File: src/rtl/pa_riscv.sv
// Shared RISC-V definitions for the multicycle datapath: opcodes, ALU ops, controller states and select encodings.
// MULTICYCLE_CTRL_JAL_EN adds the JAL controller state.
package pa_riscv;

  typedef enum logic [6:0] {
    I     = 7'b0000011,
    S     = 7'b0100011,
    R     = 7'b0110011,
    I_ALU = 7'b0010011,
    B     = 7'b1100011,
    J     = 7'b1101111
  } ty_opcode;

  localparam logic [3:0] ADD = 4'b0000;
  localparam logic [3:0] SUB = 4'b1000;

  typedef enum logic [3:0] {
    FETCH,
    DECODE,
    MEMADR,
    MEMREAD,
    MEMWB,
    MEMWRITE,
    EXECUTER,
    EXECUTEI,
    ALUWB,
    BEQ
`ifdef MULTICYCLE_CTRL_JAL_EN
    ,
    JAL
`endif
  } ty_ctrl_state;

  typedef enum logic [1:0] {
    SRCA_PC    = 2'b00,
    SRCA_OLDPC = 2'b01,
    SRCA_RS1   = 2'b10
  } ty_aluSrcA;

  typedef enum logic [1:0] {
    SRCB_RS2  = 2'b00,
    SRCB_IMM  = 2'b01,
    SRCB_FOUR = 2'b10
  } ty_aluSrcB;

  typedef enum logic [1:0] {
    RES_ALUOUT    = 2'b00,
    RES_DATA      = 2'b01,
    RES_ALURESULT = 2'b10
  } ty_resultSel;

  // isBeq marks the one state whose PC load comes from the live zero flag.
  typedef struct packed {
    logic        pcWrite;
    logic        addrSel;
    logic        irWrite;
    logic        memWrite;
    logic        regWrite;
    ty_aluSrcA   srcA;
    ty_aluSrcB   srcB;
    ty_resultSel resultSel;
    logic        retire;
    logic        isBeq;
  } ty_ctrl_out;

  function automatic ty_ctrl_out moore_decode(input ty_ctrl_state s);
    ty_ctrl_out o;
    o           = '0;
    o.srcA      = SRCA_PC;
    o.srcB      = SRCB_RS2;
    o.resultSel = RES_ALUOUT;
    case (s)
      FETCH: begin
        o.irWrite   = 1'b1;
        o.srcB      = SRCB_FOUR;
        o.resultSel = RES_ALURESULT;
        o.pcWrite   = 1'b1;
      end
      DECODE: begin
        o.srcA = SRCA_OLDPC;
        o.srcB = SRCB_IMM;
      end
      MEMADR: begin
        o.srcA = SRCA_RS1;
        o.srcB = SRCB_IMM;
      end
      MEMREAD: o.addrSel = 1'b1;
      MEMWB: begin
        o.resultSel = RES_DATA;
        o.regWrite  = 1'b1;
        o.retire    = 1'b1;
      end
      MEMWRITE: begin
        o.addrSel  = 1'b1;
        o.memWrite = 1'b1;
        o.retire   = 1'b1;
      end
      EXECUTER: o.srcA = SRCA_RS1;
      EXECUTEI: begin
        o.srcA = SRCA_RS1;
        o.srcB = SRCB_IMM;
      end
      ALUWB: begin
        o.regWrite = 1'b1;
        o.retire   = 1'b1;
      end
      BEQ: begin
        o.srcA   = SRCA_RS1;
        o.retire = 1'b1;
        o.isBeq  = 1'b1;
      end
`ifdef MULTICYCLE_CTRL_JAL_EN
      JAL: begin
        o.srcA    = SRCA_OLDPC;
        o.srcB    = SRCB_FOUR;
        o.pcWrite = 1'b1;
      end
`endif
      default: ;
    endcase
    return o;
  endfunction

endpackage

File: src/rtl/multicycle_controller_if.sv
// Bundle between the instruction register / datapath and the multicycle controller.
interface multicycle_controller_if #(
  parameter int CNT_W = 32
);
  logic [6:0]       i_operand;
  logic [2:0]       i_funct3;
  logic             i_funct7bit5;
  logic             i_zero;
  logic             o_pcWriteEn;
  logic             o_addrSel;
  logic             o_irWriteEn;
  logic             o_memWriteEn;
  logic             o_regWriteEn;
  logic [1:0]       o_aluSrcASel;
  logic [1:0]       o_aluSrcBSel;
  logic [1:0]       o_resultSel;
  logic [3:0]       o_aluLogicOperation;
  logic             o_retire;
  logic             o_illegal;
  logic [CNT_W-1:0] o_retireCount;

  modport master (
    output i_operand, i_funct3, i_funct7bit5, i_zero,
    input  o_pcWriteEn, o_addrSel, o_irWriteEn, o_memWriteEn, o_regWriteEn,
           o_aluSrcASel, o_aluSrcBSel, o_resultSel, o_aluLogicOperation,
           o_retire, o_illegal, o_retireCount
  );

  modport slave (
    input  i_operand, i_funct3, i_funct7bit5, i_zero,
    output o_pcWriteEn, o_addrSel, o_irWriteEn, o_memWriteEn, o_regWriteEn,
           o_aluSrcASel, o_aluSrcBSel, o_resultSel, o_aluLogicOperation,
           o_retire, o_illegal, o_retireCount
  );
endinterface

File: src/rtl/alu_op_decoder.sv
// Selects the shared ALU operation from the controller state and the instruction funct fields.
module alu_op_decoder
  import pa_riscv::*;
(
  input  ty_ctrl_state i_state,
  input  logic [2:0]   i_funct3,
  input  logic         i_funct7bit5,
  output logic [3:0]   o_aluOp
);

  // Immediate ALU ops ignore funct7 so ADDI never becomes SUB.
  always_comb begin
    o_aluOp = ADD;
    case (i_state)
      EXECUTER: o_aluOp = {i_funct7bit5, i_funct3};
      EXECUTEI: o_aluOp = {1'b0, i_funct3};
      BEQ:      o_aluOp = SUB;
      default:  o_aluOp = ADD;
    endcase
  end

endmodule

File: src/rtl/multicycle_controller.sv
// Sequencing FSM for the multicycle RISC-V datapath with retired-instruction counter.
// Define MULTICYCLE_CTRL_JAL_EN to add JAL support; otherwise opcode J is illegal.
module multicycle_controller
  import pa_riscv::*;
#(
  parameter int CNT_W = 32
) (
  input logic                   i_clk,
  input logic                   i_rst,
  multicycle_controller_if.slave bus
);

  localparam logic [CNT_W-1:0] CNT_ONE = {{(CNT_W-1){1'b0}}, 1'b1};

  ty_ctrl_state     r_state;
  ty_ctrl_state     w_next;
  ty_ctrl_out       r_out;
  logic [CNT_W-1:0] r_retireCount;
  logic             w_legal;
  logic [3:0]       w_aluOp;

  always_comb begin
    w_legal = 1'b0;
    case (bus.i_operand)
      I, S, R, I_ALU, B: w_legal = 1'b1;
`ifdef MULTICYCLE_CTRL_JAL_EN
      J:                 w_legal = 1'b1;
`endif
      default:           w_legal = 1'b0;
    endcase
  end

  always_comb begin
    w_next = FETCH;
    case (r_state)
      FETCH: w_next = DECODE;
      DECODE: begin
        case (bus.i_operand)
          I, S:    w_next = MEMADR;
          R:       w_next = EXECUTER;
          I_ALU:   w_next = EXECUTEI;
          B:       w_next = BEQ;
`ifdef MULTICYCLE_CTRL_JAL_EN
          J:       w_next = JAL;
`endif
          default: w_next = FETCH;
        endcase
      end
      MEMADR:   w_next = (bus.i_operand == I) ? MEMREAD : MEMWRITE;
      MEMREAD:  w_next = MEMWB;
      EXECUTER: w_next = ALUWB;
      EXECUTEI: w_next = ALUWB;
`ifdef MULTICYCLE_CTRL_JAL_EN
      JAL:      w_next = ALUWB;
`endif
      default:  w_next = FETCH;
    endcase
  end

  // Outputs are registered from the next state so they line up with r_state.
  always_ff @(posedge i_clk) begin
    if (i_rst) begin
      r_state       <= FETCH;
      r_out         <= moore_decode(FETCH);
      r_retireCount <= '0;
    end else begin
      r_state <= w_next;
      r_out   <= moore_decode(w_next);
      if (r_out.retire) r_retireCount <= r_retireCount + CNT_ONE;
    end
  end

  alu_op_decoder u_aluOpDecoder (
    .i_state      (r_state),
    .i_funct3     (bus.i_funct3),
    .i_funct7bit5 (bus.i_funct7bit5),
    .o_aluOp      (w_aluOp)
  );

  assign bus.o_pcWriteEn         = !i_rst && (r_out.pcWrite || (r_out.isBeq && bus.i_zero));
  assign bus.o_addrSel           = !i_rst && r_out.addrSel;
  assign bus.o_irWriteEn         = !i_rst && r_out.irWrite;
  assign bus.o_memWriteEn        = !i_rst && r_out.memWrite;
  assign bus.o_regWriteEn        = !i_rst && r_out.regWrite;
  assign bus.o_aluSrcASel        = i_rst ? 2'b00 : r_out.srcA;
  assign bus.o_aluSrcBSel        = i_rst ? 2'b00 : r_out.srcB;
  assign bus.o_resultSel         = i_rst ? 2'b00 : r_out.resultSel;
  assign bus.o_aluLogicOperation = i_rst ? 4'b0000 : w_aluOp;
  assign bus.o_retire            = !i_rst && r_out.retire;
  assign bus.o_illegal           = !i_rst && (r_state == DECODE) && !w_legal;
  assign bus.o_retireCount       = r_retireCount;

endmodule

File: src/flat_wrapper.sv
// flat-port wrapper written by rule: the top's interface ports become plain ports
module multicycle_controller_flat import pa_riscv::*;
#(
  parameter int CNT_W = 32
)
  (i_clk, i_rst, bus_i_operand, bus_i_funct3, bus_i_funct7bit5, bus_i_zero, bus_o_pcWriteEn, bus_o_addrSel, bus_o_irWriteEn, bus_o_memWriteEn, bus_o_regWriteEn, bus_o_aluSrcASel, bus_o_aluSrcBSel, bus_o_resultSel, bus_o_aluLogicOperation, bus_o_retire, bus_o_illegal, bus_o_retireCount);
  multicycle_controller_if #(.CNT_W(CNT_W)) bus_i ();
  input logic i_clk;
  input logic i_rst;
  input wire logic [$bits(bus_i.i_operand)-1:0] bus_i_operand;
  input wire logic [$bits(bus_i.i_funct3)-1:0] bus_i_funct3;
  input wire logic [$bits(bus_i.i_funct7bit5)-1:0] bus_i_funct7bit5;
  input wire logic [$bits(bus_i.i_zero)-1:0] bus_i_zero;
  output wire logic [$bits(bus_i.o_pcWriteEn)-1:0] bus_o_pcWriteEn;
  output wire logic [$bits(bus_i.o_addrSel)-1:0] bus_o_addrSel;
  output wire logic [$bits(bus_i.o_irWriteEn)-1:0] bus_o_irWriteEn;
  output wire logic [$bits(bus_i.o_memWriteEn)-1:0] bus_o_memWriteEn;
  output wire logic [$bits(bus_i.o_regWriteEn)-1:0] bus_o_regWriteEn;
  output wire logic [$bits(bus_i.o_aluSrcASel)-1:0] bus_o_aluSrcASel;
  output wire logic [$bits(bus_i.o_aluSrcBSel)-1:0] bus_o_aluSrcBSel;
  output wire logic [$bits(bus_i.o_resultSel)-1:0] bus_o_resultSel;
  output wire logic [$bits(bus_i.o_aluLogicOperation)-1:0] bus_o_aluLogicOperation;
  output wire logic [$bits(bus_i.o_retire)-1:0] bus_o_retire;
  output wire logic [$bits(bus_i.o_illegal)-1:0] bus_o_illegal;
  output wire logic [$bits(bus_i.o_retireCount)-1:0] bus_o_retireCount;
  assign bus_i.i_operand = bus_i_operand;
  assign bus_i.i_funct3 = bus_i_funct3;
  assign bus_i.i_funct7bit5 = bus_i_funct7bit5;
  assign bus_i.i_zero = bus_i_zero;
  assign bus_o_pcWriteEn = bus_i.o_pcWriteEn;
  assign bus_o_addrSel = bus_i.o_addrSel;
  assign bus_o_irWriteEn = bus_i.o_irWriteEn;
  assign bus_o_memWriteEn = bus_i.o_memWriteEn;
  assign bus_o_regWriteEn = bus_i.o_regWriteEn;
  assign bus_o_aluSrcASel = bus_i.o_aluSrcASel;
  assign bus_o_aluSrcBSel = bus_i.o_aluSrcBSel;
  assign bus_o_resultSel = bus_i.o_resultSel;
  assign bus_o_aluLogicOperation = bus_i.o_aluLogicOperation;
  assign bus_o_retire = bus_i.o_retire;
  assign bus_o_illegal = bus_i.o_illegal;
  assign bus_o_retireCount = bus_i.o_retireCount;
  multicycle_controller #(.CNT_W(CNT_W)) u_core (.i_clk(i_clk), .i_rst(i_rst), .bus(bus_i));
endmodule
File: config.mk
export PLATFORM = sky130hd
export DESIGN_NAME = multicycle_controller_flat
export DESIGN_NICKNAME = d
export VERILOG_FILES = /design/src/rtl/pa_riscv.sv /design/src/rtl/multicycle_controller_if.sv /design/src/rtl/alu_op_decoder.sv /design/src/rtl/multicycle_controller.sv /design/src/flat_wrapper.sv
export SDC_FILE = /design/constraint.sdc
export NUM_CORES = 1
export LEC_CHECK = 0
export BUFFER_PORTS_ARGS = -buffer_cell sky130_fd_sc_hd__buf_2
export CAP_MARGIN = 5
export CORE_MARGIN = 3
export CORE_UTILIZATION = 55
export CTS_CLUSTER_DIAMETER = 40
export DETAILED_ROUTE_END_ITERATION = 10
export PLACE_DENSITY = 0.95
export SLEW_MARGIN = 20
export SYNTH_ARGS = -nofsm -noshare
export SYNTH_HDL_FRONTEND = slang
export SYNTH_SLANG_ARGS = --single-unit
File: constraint.sdc
create_clock -name i_clk -period 2.5 [get_ports i_clk]
set_input_delay 0.5 -clock i_clk [delete_from_list [all_inputs] [get_ports i_clk]]
set_output_delay 0.5 -clock i_clk [all_outputs]
set_load 0.01 [all_outputs]
==> out/metrics.cfg, run 1 <==
[finish]
multi_input_area_um2=1240
nets=318
final_util_pct=69.5
area.sequential_um2=941
fillers=306
area_growth_pct=17.0
diodes=0
drive_above_1_share_pct=30.0
fin_area_um2=2660

[worst_setup_path]
worstSetupPathType=flip-flop to output port
rrSetupSlack_ns=0.60
rr_endpoint=u_core.bus.o_retireCount[20]
ff2ff_path_depth=6
worstPathArrival_ns=1.63
cp_max_fo=5
regToRegStartpoint=u_core.bus.o_retireCount[0]
worstSetupStartpointType=flip-flop
cp.required_ns=2.00
cp-end-kind=output port

[drt]
ant_nets=0
avgRoutedWirePerCell_um=13.4
totalWireLength_um=4720
drt_iter0_markers=141
drtPass1Iterations=4
drc=0
vias=1917
viasPerCell=5.46

[synth]
yosysWarnings=0
synth_flop_cell=dfxtp_1
yosys-top-cells-count=47 x dfxtp_1, 40 x nor2_1, 23 x xor2_1
postSynthCellCount=245
ys_seq_area_share_pct=41.4
synth.most_common_cell=dfxtp_1
syn_nets=260
yosys-top-cells-area=dfxtp_1 41%, xor2_1 8.9%, nor2_1 6.6%
ys_ff_latch=47
ys_async_sr_fraction_pct=0
synth_edf_count=0
synth_top_area_share_pct=41.4
ys_types=54
synthesis.area_um2=2270
avgSynthCellArea_um2=9.28
synth.largest_area_cell=dfxtp_1

[sta]
period_share_pct=85.3
worst_slack_ns=0.367
slew_headroom_pct=58.1
worst_pin_slew_ns=0.623
max_freq_mhz=469
holdWs_ns=0.486
slew_violations=0
fin_skew_ns=0.00581
rsz0062_at_grt=no
hold_viol_final=0
post-route-min-period_ns=2.13
setup_violations=0
tns_ns=0

[floorplanning]
die-area_um2=4940
start_util_pct=59.4
die_y_um=70.3
ios=63
rows=22
core_um2=3830
die_x_um=70.3

[clocking]
root_buffer=clkbuf_8
cts_buffer_depth=2
htree_levels=2
cts_hold_buf=0
clk-insertion-delay-late_ns=0.29
cts_setup_buffers=0
cts.clk_slew.worst_paths_ns=0.08
cts_resized=0
cts_tree=built
numCtsBuffers=5
clkSinkCount=47

[placement]
io_buffers=62
place_area_um2=2570
pre_cts_slack_ns=0.509
dp_hpwl_um=3500
gp_congestion=0.876

[global_route]
grt_max_degree=32
first_global_vias=1725
grt_remaining_overflow=0
grt_pass1_wl_um=8050
track_usage_pct=19.9
antenna_found_initial=0

[pwr]
combPwrFrac_pct=5.7
p_seq_share_pct=58.8
ir_worst_vdd_uv=262
leakagePower_nw=1.26
intPower_mw=1.00
p_per_area_nw_per_um2=485
clock_power_share_pct=35.5
swShare_pct=22.3
power_switching_mw=0.288

[hold_path]
min_path_type=flip-flop to flip-flop
holdCritStartpoint=u_core.bus.o_retireCount[31]
whs_endpoint=u_core.bus.o_retireCount[31]
hold_depth=2

[run]
maxCapViolCount=0

[run_status]
status=finished, final reports clean

## cells in the final DEF (no fill, tap or decap), types with 2 or more instances in the layout
cell      Yosys  final
and3_1        9      9
inv_1         3      3
buf_2         2     62
nand3_1      12     12
nand4_2       2      2
nand2_1      11     11
nor3_1        3      3
o21ai_0       4      4
nand4_1       9      9
xnor2_1       7      7
and3b_1       2      2
nor4_1        6      6
and2_1        3      3
nor2_1       40     40
nor2b_1      11     11
a31oi_1       2      2
and3_2        2      2
dfxtp_1      47     47
clkbuf_8      1      6
xor2_1       23     23
and4_1        4      4
a21oi_1       5      5
## critical path, cell delays in order (launching register included)
cell and delay [ns]:
dfxtp_1 0.37, or4b_4 0.59, a211oi_1 0.22, buf_2 0.16
## per-layer routing
layer / up-vias / wire, µm / track usage (%)
li1: 960 / - / -
met1: 906 / 2130 / 26.0
met2: 45 / 2340 / 32.2
met3: 6 / 199 / 5.04
met4: 0 / 53 / 6.17
met5: - / 0 / 0
## cell families after synthesis
kind of cell,after synthesis,synth area share [%]
AND/OR/NAND/NOR,132,36.2
adder cells (fa/ha/maj),1,0.550
XOR/XNOR,30,11.6
multiplexers,1,0.440
flip-flops,47,41.4
buffers and inverters,15,4.02
AO/OA/AOI/OAI,19,5.83
## final cells by class
class | instances | share of cell area [%]
repair buffers | 63 | 12.0
inverters | 3 | 0.424
multi-input cells | 183 | 46.7
well taps | 48 | 2.26
clock buffers | 6 | 3.11
flip-flops and latches | 47 | 35.4
clock inverters | 1 | 0.188
## how the worst max path moves through the flow
stage | to | slack [ns] | depth (start not counted) | startpoint
after floorplan | u_core.r_out[4] | 0.73 | 7 | bus_i_operand[2]
after global placement | u_core.r_out[4] | 0.58 | 6 | bus_i_operand[4]
after detailed placement | u_core.r_out[4] | 0.51 | 6 | bus_i_operand[4]
after CTS | bus_o_illegal | 0.36 | 3 | u_core.r_state[1]
after global routing | bus_o_illegal | 0.29 | 3 | u_core.r_state[0]
final | bus_o_illegal | 0.37 | 3 | u_core.r_state[1]
## stage by stage
step,power (mW),cells
2_1_floorplan,0.827,245
3_3_place_gp,0.847,344
3_5_place_dp,0.849,344
4_1_cts,1.30,351
5_1_grt,1.34,351
6_report,1.29,351
## power groups by stage
stage	combinational [mW]	clock (mW)	sequential (mW)
after detailed placement	0.0732	0	0.776
after global placement	0.0713	0	0.776
after global routing	0.0812	0.495	0.759
final	0.0735	0.458	0.758
after CTS	0.0736	0.468	0.758
after floorplan	0.0518	0	0.775
## flip-flops by register name, summed over array words and instances (netlist names)
signal and cells:
u_core.bus.o_retireCount 32, u_core.r_state 4, u_core.r_out 11
Power figures use the tool's default switching activity.
==> inputs of run 2 (changes only) <==
--- a/constraint.sdc
+++ b/constraint.sdc
@@ -3,2 +3,2 @@
 set_output_delay 0.5 -clock i_clk [all_outputs]
-set_load 0.01 [all_outputs]
+set_load 0.005 [all_outputs]
==> run 2 against run 1 <==
Global-route usage hardly changed. Worst setup slack improved by 0.031 ns. Worst hold slack improved by 0.0080 ns. Sequential share of layout area increased by 0.10 points. Clock power decreased by 9.8%. First-iteration DRC count shrank 30%. Maximum frequency rose by 1.5%. Highest routed layer unchanged. Count of clock-buffer cells in the layout did not move. Register-to-register slack about the same. Largest power group unchanged.
==> out/metrics.cfg, run 2 (synthesis gave the netlist of run 1 again) <==
[sta]
period_share_pct=84.1
max_freq_mhz=476
hold_viol_final=0
post-route-min-period_ns=2.10
rsz0062_at_grt=no
slew_violations=0
worst_pin_slew_ns=0.596
setup_violations=0
slew_headroom_pct=60.0
tns_ns=0
worst_slack_ns=0.397
fin_skew_ns=0.00616

[clocking]
cts_resized=0
htree_levels=2
cts_hold_buf=0
cts.clk_slew.worst_paths_ns=0.08
cts_setup_buffers=0
cts_buffer_depth=2
clkSinkCount=47
root_buffer=clkbuf_8
cts_tree=built
clk-insertion-delay-late_ns=0.30
numCtsBuffers=5

[global_route]
first_global_vias=1801
track_usage_pct=19.9
grt_pass1_wl_um=8020
grt_max_degree=28
grt_remaining_overflow=0
antenna_found_initial=0

[pwr]
leakagePower_nw=1.25
p_per_area_nw_per_um2=469
ir_worst_vdd_uv=246

[floorplanning]
die_y_um=70.3
die-area_um2=4940
die_x_um=70.3
core_um2=3830
start_util_pct=59.4
ios=63
rows=22

[finish]
area_growth_pct=16.6
final_util_pct=69.3
fin_area_um2=2650
final_common_cell=buf_2
drive_above_1_share_pct=29.7
fillers=299
largest_register_ffs=32
final_cell_mix=62 x buf_2, 47 x dfxtp_1, 40 x nor2_1
diodes=0
nets=319

[worst_setup_path]
worstPathCellList=or4b_4 -> a211oi_1 -> buf_2
worstPathArrival_ns=1.60
rr_endpoint=u_core.bus.o_retireCount[28]
ff2ff_path_depth=6
worstSetupStartpointType=flip-flop
cp.required_ns=2.00
max_stage_delay_ns=0.59
rrSetupSlack_ns=0.59
worstSetupPathType=flip-flop to output port
cp-end-kind=output port
cp_max_fo=5
regToRegStartpoint=u_core.bus.o_retireCount[0]
slowest_stage=or4b_4

[placement]
pre_cts_slack_ns=0.581
gp_congestion=0.890
io_buffers=62
place_area_um2=2580
dp_hpwl_um=3580

[drt]
avgRoutedWirePerCell_um=13.8
vias=1957
drt_iter0_markers=99
drtPass1Iterations=4
totalWireLength_um=4860
ant_nets=0
viasPerCell=5.58
drc=0

[run]
maxCapViolCount=0

[hold_path]
holdCritStartpoint=u_core.bus.o_retireCount[31]
whs_endpoint=u_core.bus.o_retireCount[31]
hold_depth=2
min_path_type=flip-flop to flip-flop

[run_status]
status=finished, final reports clean

==> run 2: report_power, final <==
part           internal, mW  switching [mW]  leakage (nW)
registers             0.755         0.00370         0.380
logic                0.0311          0.0397         0.834
clock network         0.187           0.227        0.0371
total                 0.972           0.270          1.25
==> run 2: worst max-delay path: cells and delay by family (launching register included) <==
family                 cells  cell delay (ns)
AO/OA/AOI/OAI              1             0.22
buffers and inverters      1             0.14
flip-flops                 1             0.36
AND/OR/NAND/NOR            1             0.59
==> run 2: area by class of cell <==
cell class | count | area [µm²] | area share (%)
Inverter | 3 | 11.3 | 0.425
Tap cell | 48 | 60.1 | 2.27
Multi-Input combinational cell | 183 | 1240 | 46.8
Timing Repair Buffer | 64 | 325 | 12.3
Clock buffer | 6 | 72.6 | 2.74
Sequential cell | 47 | 941 | 35.5
==> run 2: worst max-delay path by stage <==
stage                      startpoint         endpoint  cells after the start
floorplan            bus_i_operand[2]  u_core.r_out[4]                      7
global placement     bus_i_operand[2]  u_core.r_out[4]                      6
detailed placement   bus_i_operand[2]  u_core.r_out[4]                      6
CTS                 u_core.r_state[1]    bus_o_illegal                      3
global route        u_core.r_state[3]    bus_o_illegal                      3
finish              u_core.r_state[1]    bus_o_illegal                      3
==> run 2: per-stage QoR <==
step	total power [mW]	hold WS, ns	std cells
after floorplan	0.824	0.462	245
after global placement	0.845	0.463	345
after detailed placement	0.847	0.468	345
after CTS	1.25	0.479	351
after global routing	1.29	0.524	351
final	1.24	0.494	351
==> run 2: per-layer routing <==
layer	routed length [µm]	share of wire [%]	track usage, %	vias to the layer above
met3	250	5.1	5.32	6
met4	52	1.1	7.23	0
met2	2440	50	34.1	55
li1	-	-	-	969
met1	2110	43	23.7	927
met5	0	0	0	-
